[src/rtl/seg_scan_ctrl.sv]
// Multiplexed 7-segment scan driver with per-digit code/dp register file.
// Optional blink support is compiled in when SEG_BLINK_EN is defined.
module seg_scan_ctrl #(
    parameter int unsigned NUM_DIGITS   = 8,
    parameter int unsigned ADDR_W       = 3,
    parameter int unsigned SCAN_DIV     = 1000
`ifdef SEG_BLINK_EN
    ,
    parameter int unsigned BLINK_FRAMES = 64
`endif
) (
    input  logic                  clk,
    input  logic                  reset,
    input  logic                  en,
    input  logic                  wr_en,
    input  logic [ADDR_W-1:0]     wr_addr,
    input  logic [4:0]            wr_code,
    input  logic                  wr_dp,
    input  logic                  lz_blank,
`ifdef SEG_BLINK_EN
    input  logic [NUM_DIGITS-1:0] blink_mask,
`endif
    output logic [NUM_DIGITS-1:0] digit,
    output logic [7:0]            seg_data,
    output logic                  frame_tick
);

    localparam int unsigned PTR_W = (NUM_DIGITS > 1) ? $clog2(NUM_DIGITS) : 1;
    localparam int unsigned CNT_W = $clog2(SCAN_DIV);
    localparam logic [PTR_W-1:0] LAST_PTR = PTR_W'(NUM_DIGITS - 1);
    localparam logic [CNT_W-1:0] LAST_CNT = CNT_W'(SCAN_DIV - 1);

    logic [4:0]            code_q [NUM_DIGITS];
    logic                  dp_q   [NUM_DIGITS];
    logic [CNT_W-1:0]      cnt_q;
    logic [PTR_W-1:0]      ptr_q;
    logic                  tick;
    logic                  wrap;
    logic                  lz_run;
    logic [NUM_DIGITS-1:0] lz_mask;
    logic [NUM_DIGITS-1:0] digit_next;
    logic [7:0]            seg_next;

    function automatic logic [6:0] decode(input logic [4:0] code);
        logic [6:0] s;
        case (code)
            5'd0:    s = 7'h7E;
            5'd1:    s = 7'h30;
            5'd2:    s = 7'h6D;
            5'd3:    s = 7'h79;
            5'd4:    s = 7'h33;
            5'd5:    s = 7'h5B;
            5'd6:    s = 7'h5F;
            5'd7:    s = 7'h70;
            5'd8:    s = 7'h7F;
            5'd9:    s = 7'h7B;
            5'd10:   s = 7'h77;
            5'd11:   s = 7'h1F;
            5'd12:   s = 7'h4E;
            5'd13:   s = 7'h3D;
            5'd14:   s = 7'h4F;
            5'd15:   s = 7'h47;
            5'd16:   s = 7'h01;
            default: s = 7'h00;
        endcase
        return s;
    endfunction

    assign tick = en && (cnt_q == LAST_CNT);
    assign wrap = tick && (ptr_q == LAST_PTR);

    // lz_mask[i] is set when positions 0..i all hold code 0.
    always_comb begin
        lz_run  = 1'b1;
        lz_mask = '0;
        for (int i = 0; i < NUM_DIGITS; i++) begin
            lz_run     = lz_run & (code_q[i] == 5'd0);
            lz_mask[i] = lz_run;
        end
    end

    always_comb begin
        digit_next = '0;
        for (int i = 0; i < NUM_DIGITS; i++) begin
            digit_next[NUM_DIGITS-1-i] = (ptr_q == PTR_W'(i));
        end
    end

`ifdef SEG_BLINK_EN
    localparam int unsigned BLK_W = (BLINK_FRAMES > 1) ? $clog2(BLINK_FRAMES) : 1;
    localparam logic [BLK_W-1:0] LAST_BLK = BLK_W'(BLINK_FRAMES - 1);

    logic [BLK_W-1:0] blink_cnt_q;
    logic             blink_on_q;

    always_ff @(posedge clk or negedge reset) begin
        if (!reset) begin
            blink_cnt_q <= '0;
            blink_on_q  <= 1'b1;
        end else if (frame_tick) begin
            if (blink_cnt_q == LAST_BLK) begin
                blink_cnt_q <= '0;
                blink_on_q  <= ~blink_on_q;
            end else begin
                blink_cnt_q <= blink_cnt_q + 1'b1;
            end
        end
    end
`endif

    always_comb begin
        seg_next = {decode(code_q[ptr_q]), dp_q[ptr_q]};
        // The last position is always shown so an all-zero value still reads "0".
        if (lz_blank && lz_mask[ptr_q] && (ptr_q != LAST_PTR)) begin
            seg_next[7:1] = 7'd0;
        end
`ifdef SEG_BLINK_EN
        if (!blink_on_q && blink_mask[ptr_q]) begin
            seg_next = 8'd0;
        end
`endif
    end

    always_ff @(posedge clk or negedge reset) begin
        if (!reset) begin
            for (int i = 0; i < NUM_DIGITS; i++) begin
                code_q[i] <= 5'd31;
                dp_q[i]   <= 1'b0;
            end
            cnt_q      <= '0;
            ptr_q      <= '0;
            digit      <= '0;
            seg_data   <= '0;
            frame_tick <= 1'b0;
        end else begin
            // Addresses at or beyond NUM_DIGITS match no entry and are dropped.
            if (wr_en) begin
                for (int i = 0; i < NUM_DIGITS; i++) begin
                    if (wr_addr == ADDR_W'(i)) begin
                        code_q[i] <= wr_code;
                        dp_q[i]   <= wr_dp;
                    end
                end
            end
            if (en) begin
                cnt_q      <= tick ? '0 : cnt_q + 1'b1;
                if (tick) begin
                    ptr_q <= wrap ? '0 : ptr_q + 1'b1;
                end
                digit      <= digit_next;
                seg_data   <= seg_next;
                frame_tick <= wrap;
            end else begin
                cnt_q      <= '0;
                ptr_q      <= '0;
                digit      <= '0;
                seg_data   <= '0;
                frame_tick <= 1'b0;
            end
        end
    end

endmodule

[config.mk]
export PLATFORM = sky130hd
export DESIGN_NAME = seg_scan_ctrl
export DESIGN_NICKNAME = d
export VERILOG_FILES = /design/src/rtl/seg_scan_ctrl.sv
export SDC_FILE = /design/constraint.sdc
export NUM_CORES = 1
export LEC_CHECK = 0
export ABC_AREA = 1
export BUFFER_PORTS_ARGS = -buffer_cell sky130_fd_sc_hd__buf_4
export CAP_MARGIN = 20
export CORE_MARGIN = 1
export CORE_UTILIZATION = 53
export DETAILED_ROUTE_END_ITERATION = 10
export GPL_TIMING_DRIVEN = 0
export HOLD_SLACK_MARGIN = 0.06
export PLACE_DENSITY_LB_ADDON = 0.25
export SYNTH_ARGS = -nofsm -noshare
export SYNTH_HDL_FRONTEND = slang
export SYNTH_SLANG_ARGS = --single-unit
[constraint.sdc]
create_clock -name clk -period 1.96 [get_ports clk]
set_clock_uncertainty 0.1 [all_clocks]
set_input_delay 0.196 -clock clk [delete_from_list [all_inputs] [get_ports clk]]
set_output_delay 0.196 -clock clk [all_outputs]
set_load 0.02 [all_outputs]
# Yosys cells after proc, flatten, opt, wreduce, memory -nomap -nowiden
# Memory sizes are Yosys's and may differ from the RTL's.
# Cells that the tools add are included.
# word_totals
regBits	78
latchBits	0
ramBits	0
romBits	224
input_bits	14
output_inout_bits	17
word_cells	90
mem_count	1
# classes
add_sub_neg	2
n_mul	0
div	0
order_cmp	2
n_eq_ne	17
n_shift	0
n_mux	17
bitwise_logic	8
n_reduce_logical	22
# memory_table
memory	words	width	rd	rd_clocked_by_memory_dff	wr	line	rtl
(name not given)	32	7	1	0	0	46	case (code)
# ops
op	n
$logic_not 5->1	8
$eq 3x3->1 const B	8
$mux 10	2
$mux 8	2
$reduce_and 2->1	8
$bmux 5 s3	1
$eq 3x2->1 const B	4
$add 10x1->10 const B	1
$eq 10x10->1 const B	1
$mux 5	2
$mux 3	3
$and 1x1->1	7
$mux 7	1
$bmux 1 s3	2
$eq 3x1->1 const B	2
$logic_not 3->1	2
$ge 4x4->1 const B	1
$logic_and 1x1->1	4
$lt 3x4->1 const B	1
$mux 1	4
$not 3->4	1
$add 3x1->3 const B	1
$ne 3x3->1 const B	1
$ne 2x1->1 const B	1

# Depth between registers and ports, before layout
# depth
ltp_word	14
mapped_depth	15
depth_no_buf	13

# Worst setup path before layout
# OpenSTA, ideal clock, no wires.
# synth_timing
path_type	reg2reg
start	register ptr_q[0]
end	register seg_data[4]
setup_time_ns	0.125
arrival_ns	1.690
required_ns	1.735
setup_slack_ns	0.046
path_stages_with_launch	13
path_buffers	2
synth_period_minus_slack_ns	1.914
path_cell_list	dfrtp_1 -> buf_6 -> inv_4 -> buf_6 -> or2_0 -> nand2_1 -> nand2_1 -> a21oi_2 -> ha_1 -> nor2_1 -> o21ai_0 -> nand2_1 -> nor2_1
# synth_between
elab_chain_len	7
word_cells_on_any_way	12
cone_classes	eq/ne (1); mux (7); bitwise (1); reduce/logical (2); memory (1)
# synth_lines
item	line	rtl
start, declared	36	logic [PTR_W-1:0] ptr_q;
start signal, assigned	148	ptr_q <= wrap ? '0 : ptr_q + 1'b1;
$not 3->4 (implied by the code)	112	seg_next = {decode(code_q[ptr_q]), dp_q[ptr_q]};
$bmux 5 s3	112	
$mux 5 (implied by the code) (2 in series)	112	
$mem_v2 32x7	-	
$mux 7 *	114	if (lz_blank && lz_mask[ptr_q] && (ptr_q != LAST_PTR)) begin
$mux 8 *	145	if (en) begin
end signal, assigned	151	seg_data <= seg_next;
end, declared	24	output logic [7:0] seg_data,
# Every way passes the cells marked *; elsewhere a longest branch is shown, timed or not. The select of a mux whose other input is x is not followed.
# A chain may end at the register's enable or synchronous reset.

# Final worst setup path
# layout_timing
start	register ptr_q[0]
end	register seg_data[1]
# The elaborated chain is that of the path after synthesis.

==> qor.csv <==
metric,value,unit
DRC,0,
setup violators final,7,
CTS Buf Count,9,
Tmin final,2069,ps
core box area,7292,um^2
worst r2r src,ptr_q[0],
Detail Route Antenna Nets,0,
met1 usage,33.37,%
slew margin rel.,37.38,%
number of synthesized register bits,78,
"Seq/Total Area, Yosys",49.89,%
Max Transition Viols Final,0,
I/O Pins,31,
final instance area,4831,um^2
Chip Width,89.01,um
Final Wtd Congestion,0.9216,
post-synthesis adder-cell area fraction,4.054,%
critical path arrival,2210,ps
largest net degree at the start of global routing,79,
critical path type,reg -> reg,
mux contribution to synthesized area,0,%
worst endpoint required time,2110,ps
max incr delay on CP,380,ps
dpl ws,-196.4,ps
Syn Nets,535,
Async SR Flop Fraction,100.0,%
CP Max Fanout,8,
Starting Density,55.03,%
"EDFF count, synth",0,
Slew @ Worst Pin,939.3,ps
first-pass GRT wire length,15430,um
placed inst area,4354,um^2
ratio of cells with drive above 1 in the final layout,24.08,%
Crit-path slowest cell,dfrtp_1,
Synth-to-Final Area Change,20.39,%
simple-gate share of the synthesized area,24.88,%
WP buf/inv,4,
die span in y,89.01,um
via count,3473,
Detailed Routing Iterations Pass 1,5,
Post-Route WL,9446,um
ant diodes,0,
leading area contributor after synthesis,dfstp_2,
clk root buf,clkbuf_8,
crit-path leading delay family,simple AND/OR/NAND/NOR gates,
Area contributors post-synth,"dfstp_2 (26%), dfrtp_1 (24%), nand2_1 (12%)",
Compound-Gate Fraction of Synth Area,11.29,%
CTS Sinks,78,
Max rail drop VDD,0.0003665,V
met2 global-route usage,43.01,%
vias per cell,5.199,
Critical path origin,ptr_q[0],
Pwr Density,850.1,nW/um^2
wire length per cell,14.14,um
violated checks,negative setup slack,
maxcap violations,0,
largest family of logic cells by synthesized area,simple AND/OR/NAND/NOR gates,
min-delay worst type,in -> reg,
die area,7923,um^2
post-synthesis area per instance,7.899,um^2
R2R setup slack,-110,ps
GRT overflow,0,
Synth Instances,508,
overall routing resource usage,26.06,%
vias in the first global route,3355,
synth warn,0,
share of Yosys cell area claimed by the top area cell type,26.19,%
top-count cell post-synth,nand2_1,
Nets,591,
Design Power,4.107,mW
Clock Latency Late Sink,350,ps
Leakage,2.322,nW
H-tree depth,3,
Max clock buf depth,2,
"Critical Path, Cell by Cell",buf_6 > inv_4 > buf_6 > or2_0 > nand2_1 > nand2_2 > a21oi_4 > ha_2 > inv_2 > nor2_4 > nand2_2 > a21oi_2 > nor2_1,
final hold vios,0,
"Top FF cell, synth",dfstp_2,
DRT iter0 DRCs,176,
Detailed Place HPWL,6379,um
Layout fillers,615,
synth cell count leaders,"nand2_1 (133), o21ai_0 (65), inv_1 (63)",
xor and xnor area share after synthesis,0.6548,%
PortBufs,29,
Max Clk Rate,483.4,MHz
unique cell type count in the Yosys netlist,30,
GRT busiest layer,met2,
setup repair after global routing missed its margin,yes,
initial antenna violation count,0,
mapped cell area,4013,um^2
CP endpoint kind,register,
met3 Track Usage GR,4.894,%
status,"finished, violations left",
post-route setup slack,-108.7,ps
final cycle utilization of the critical path,105.5,%
num rows,31,
TritonCTS clock tree,yes,
Setup crit start kind,register,
worst hold start,en,
clock slew at reported path FFs,80,ps
==> through the flow <==
step	utilization (%)	TNS, ps	std cells	hold slack, ps
5_1_grt	66.25	-1264	668	141.3
6_report	66.25	-422.2	668	106.3
3_5_place_dp	59.71	-902.0	636	306.9
2_1_floorplan	-	0	508	-199.6
4_1_cts	65.17	-164.1	667	92.75
3_3_place_gp	59.71	-802.4	636	296.5
==> layout make-up <==
class	count	area, um^2	share of cell area [%]
flip-flops and latches	78	2002	41.44
well taps	99	123.9	2.564
inverters	66	252.7	5.232
clock inverters	6	38.79	0.8029
repair buffers	45	364.1	7.537
clock buffers	10	127.6	2.642
multi-input cells	345	1778	36.80
plain buffers	19	143.9	2.979
==> registers in the layout (all words and copies together) (netlist names) <==
register and count:
seg_data 8, digit 8, ptr_q 3, frame_tick 1, dp_q 8, code_q 40, cnt_q 10
==> timing repair <==
| item | 4_1_cts | 5_1_grt |
|---|---|---|
| gates resized for setup | 29 | 21 |
| hold buffers | 6 | 0 |
| setup buffers | 9 | 1 |
| pin swaps | 9 | 14 |
| setup endpoints to repair | 7 | 7 |
| endpoints found under the hold margin | 43 | 0 |
==> routing by layer <==
layer	vias to the layer above	share of wire (%)
met4	0	3.1
met2	99	47
met1	1623	45
met3	26	4.9
li1	1725	-
met5	-	0
==> placed cells by master (no fill, tap or decap), types with 4 or more instances in the layout <==
cell type	synthesis	layout
o21ai_0	65	61
nor2_1	57	52
nand2_1	133	129
nor3_1	4	4
clkbuf_8	0	9
o21ai_1	1	4
dlygate4sd3_1	0	6
clkbuf_1	9	10
nand2_2	3	6
nand3_1	35	32
buf_6	5	11
ha_4	0	4
ha_1	13	6
a21oi_1	11	10
buf_4	2	36
o211ai_1	5	5
nand4_1	6	6
dfstp_2	40	40
inv_1	63	58
inv_2	1	5
dfrtp_1	38	38
==> power breakdown <==
part | total [mW] | switching [mW] | internal, mW
Sequential | 2.09 | 0.141 | 1.95
Clock | 1.05 | 0.593 | 0.455
Combinational | 0.969 | 0.594 | 0.374
==> cell families (layout without fill, tap and decap cells) <==
family	after synthesis	count (layout)
AOI/OAI and AO/OA	86	86
xor gates and xnor gates	3	3
adders and majority gates	13	13
buffers and inverters	85	146
DFF	78	78
and+or+nand+nor	243	243
==> worst paths after layout <==
| path | endpoint | cells after the start |
|---|---|---|
| max reg2reg | seg_data[1] | 13 |
| min | digit[4] | 3 |
| max | seg_data[1] | 13 |
| min reg2reg | code_q[12] | 2 |
| min in group asynchronous | dp_q[0] | 2 |
| max in group asynchronous | seg_data[5] | 2 |
==> worst min-delay path, cell delays in order <==
cell      delay [ps]
clkbuf_1         180
nand2_1          120
inv_1             30
Power figures use the tool's default switching activity.
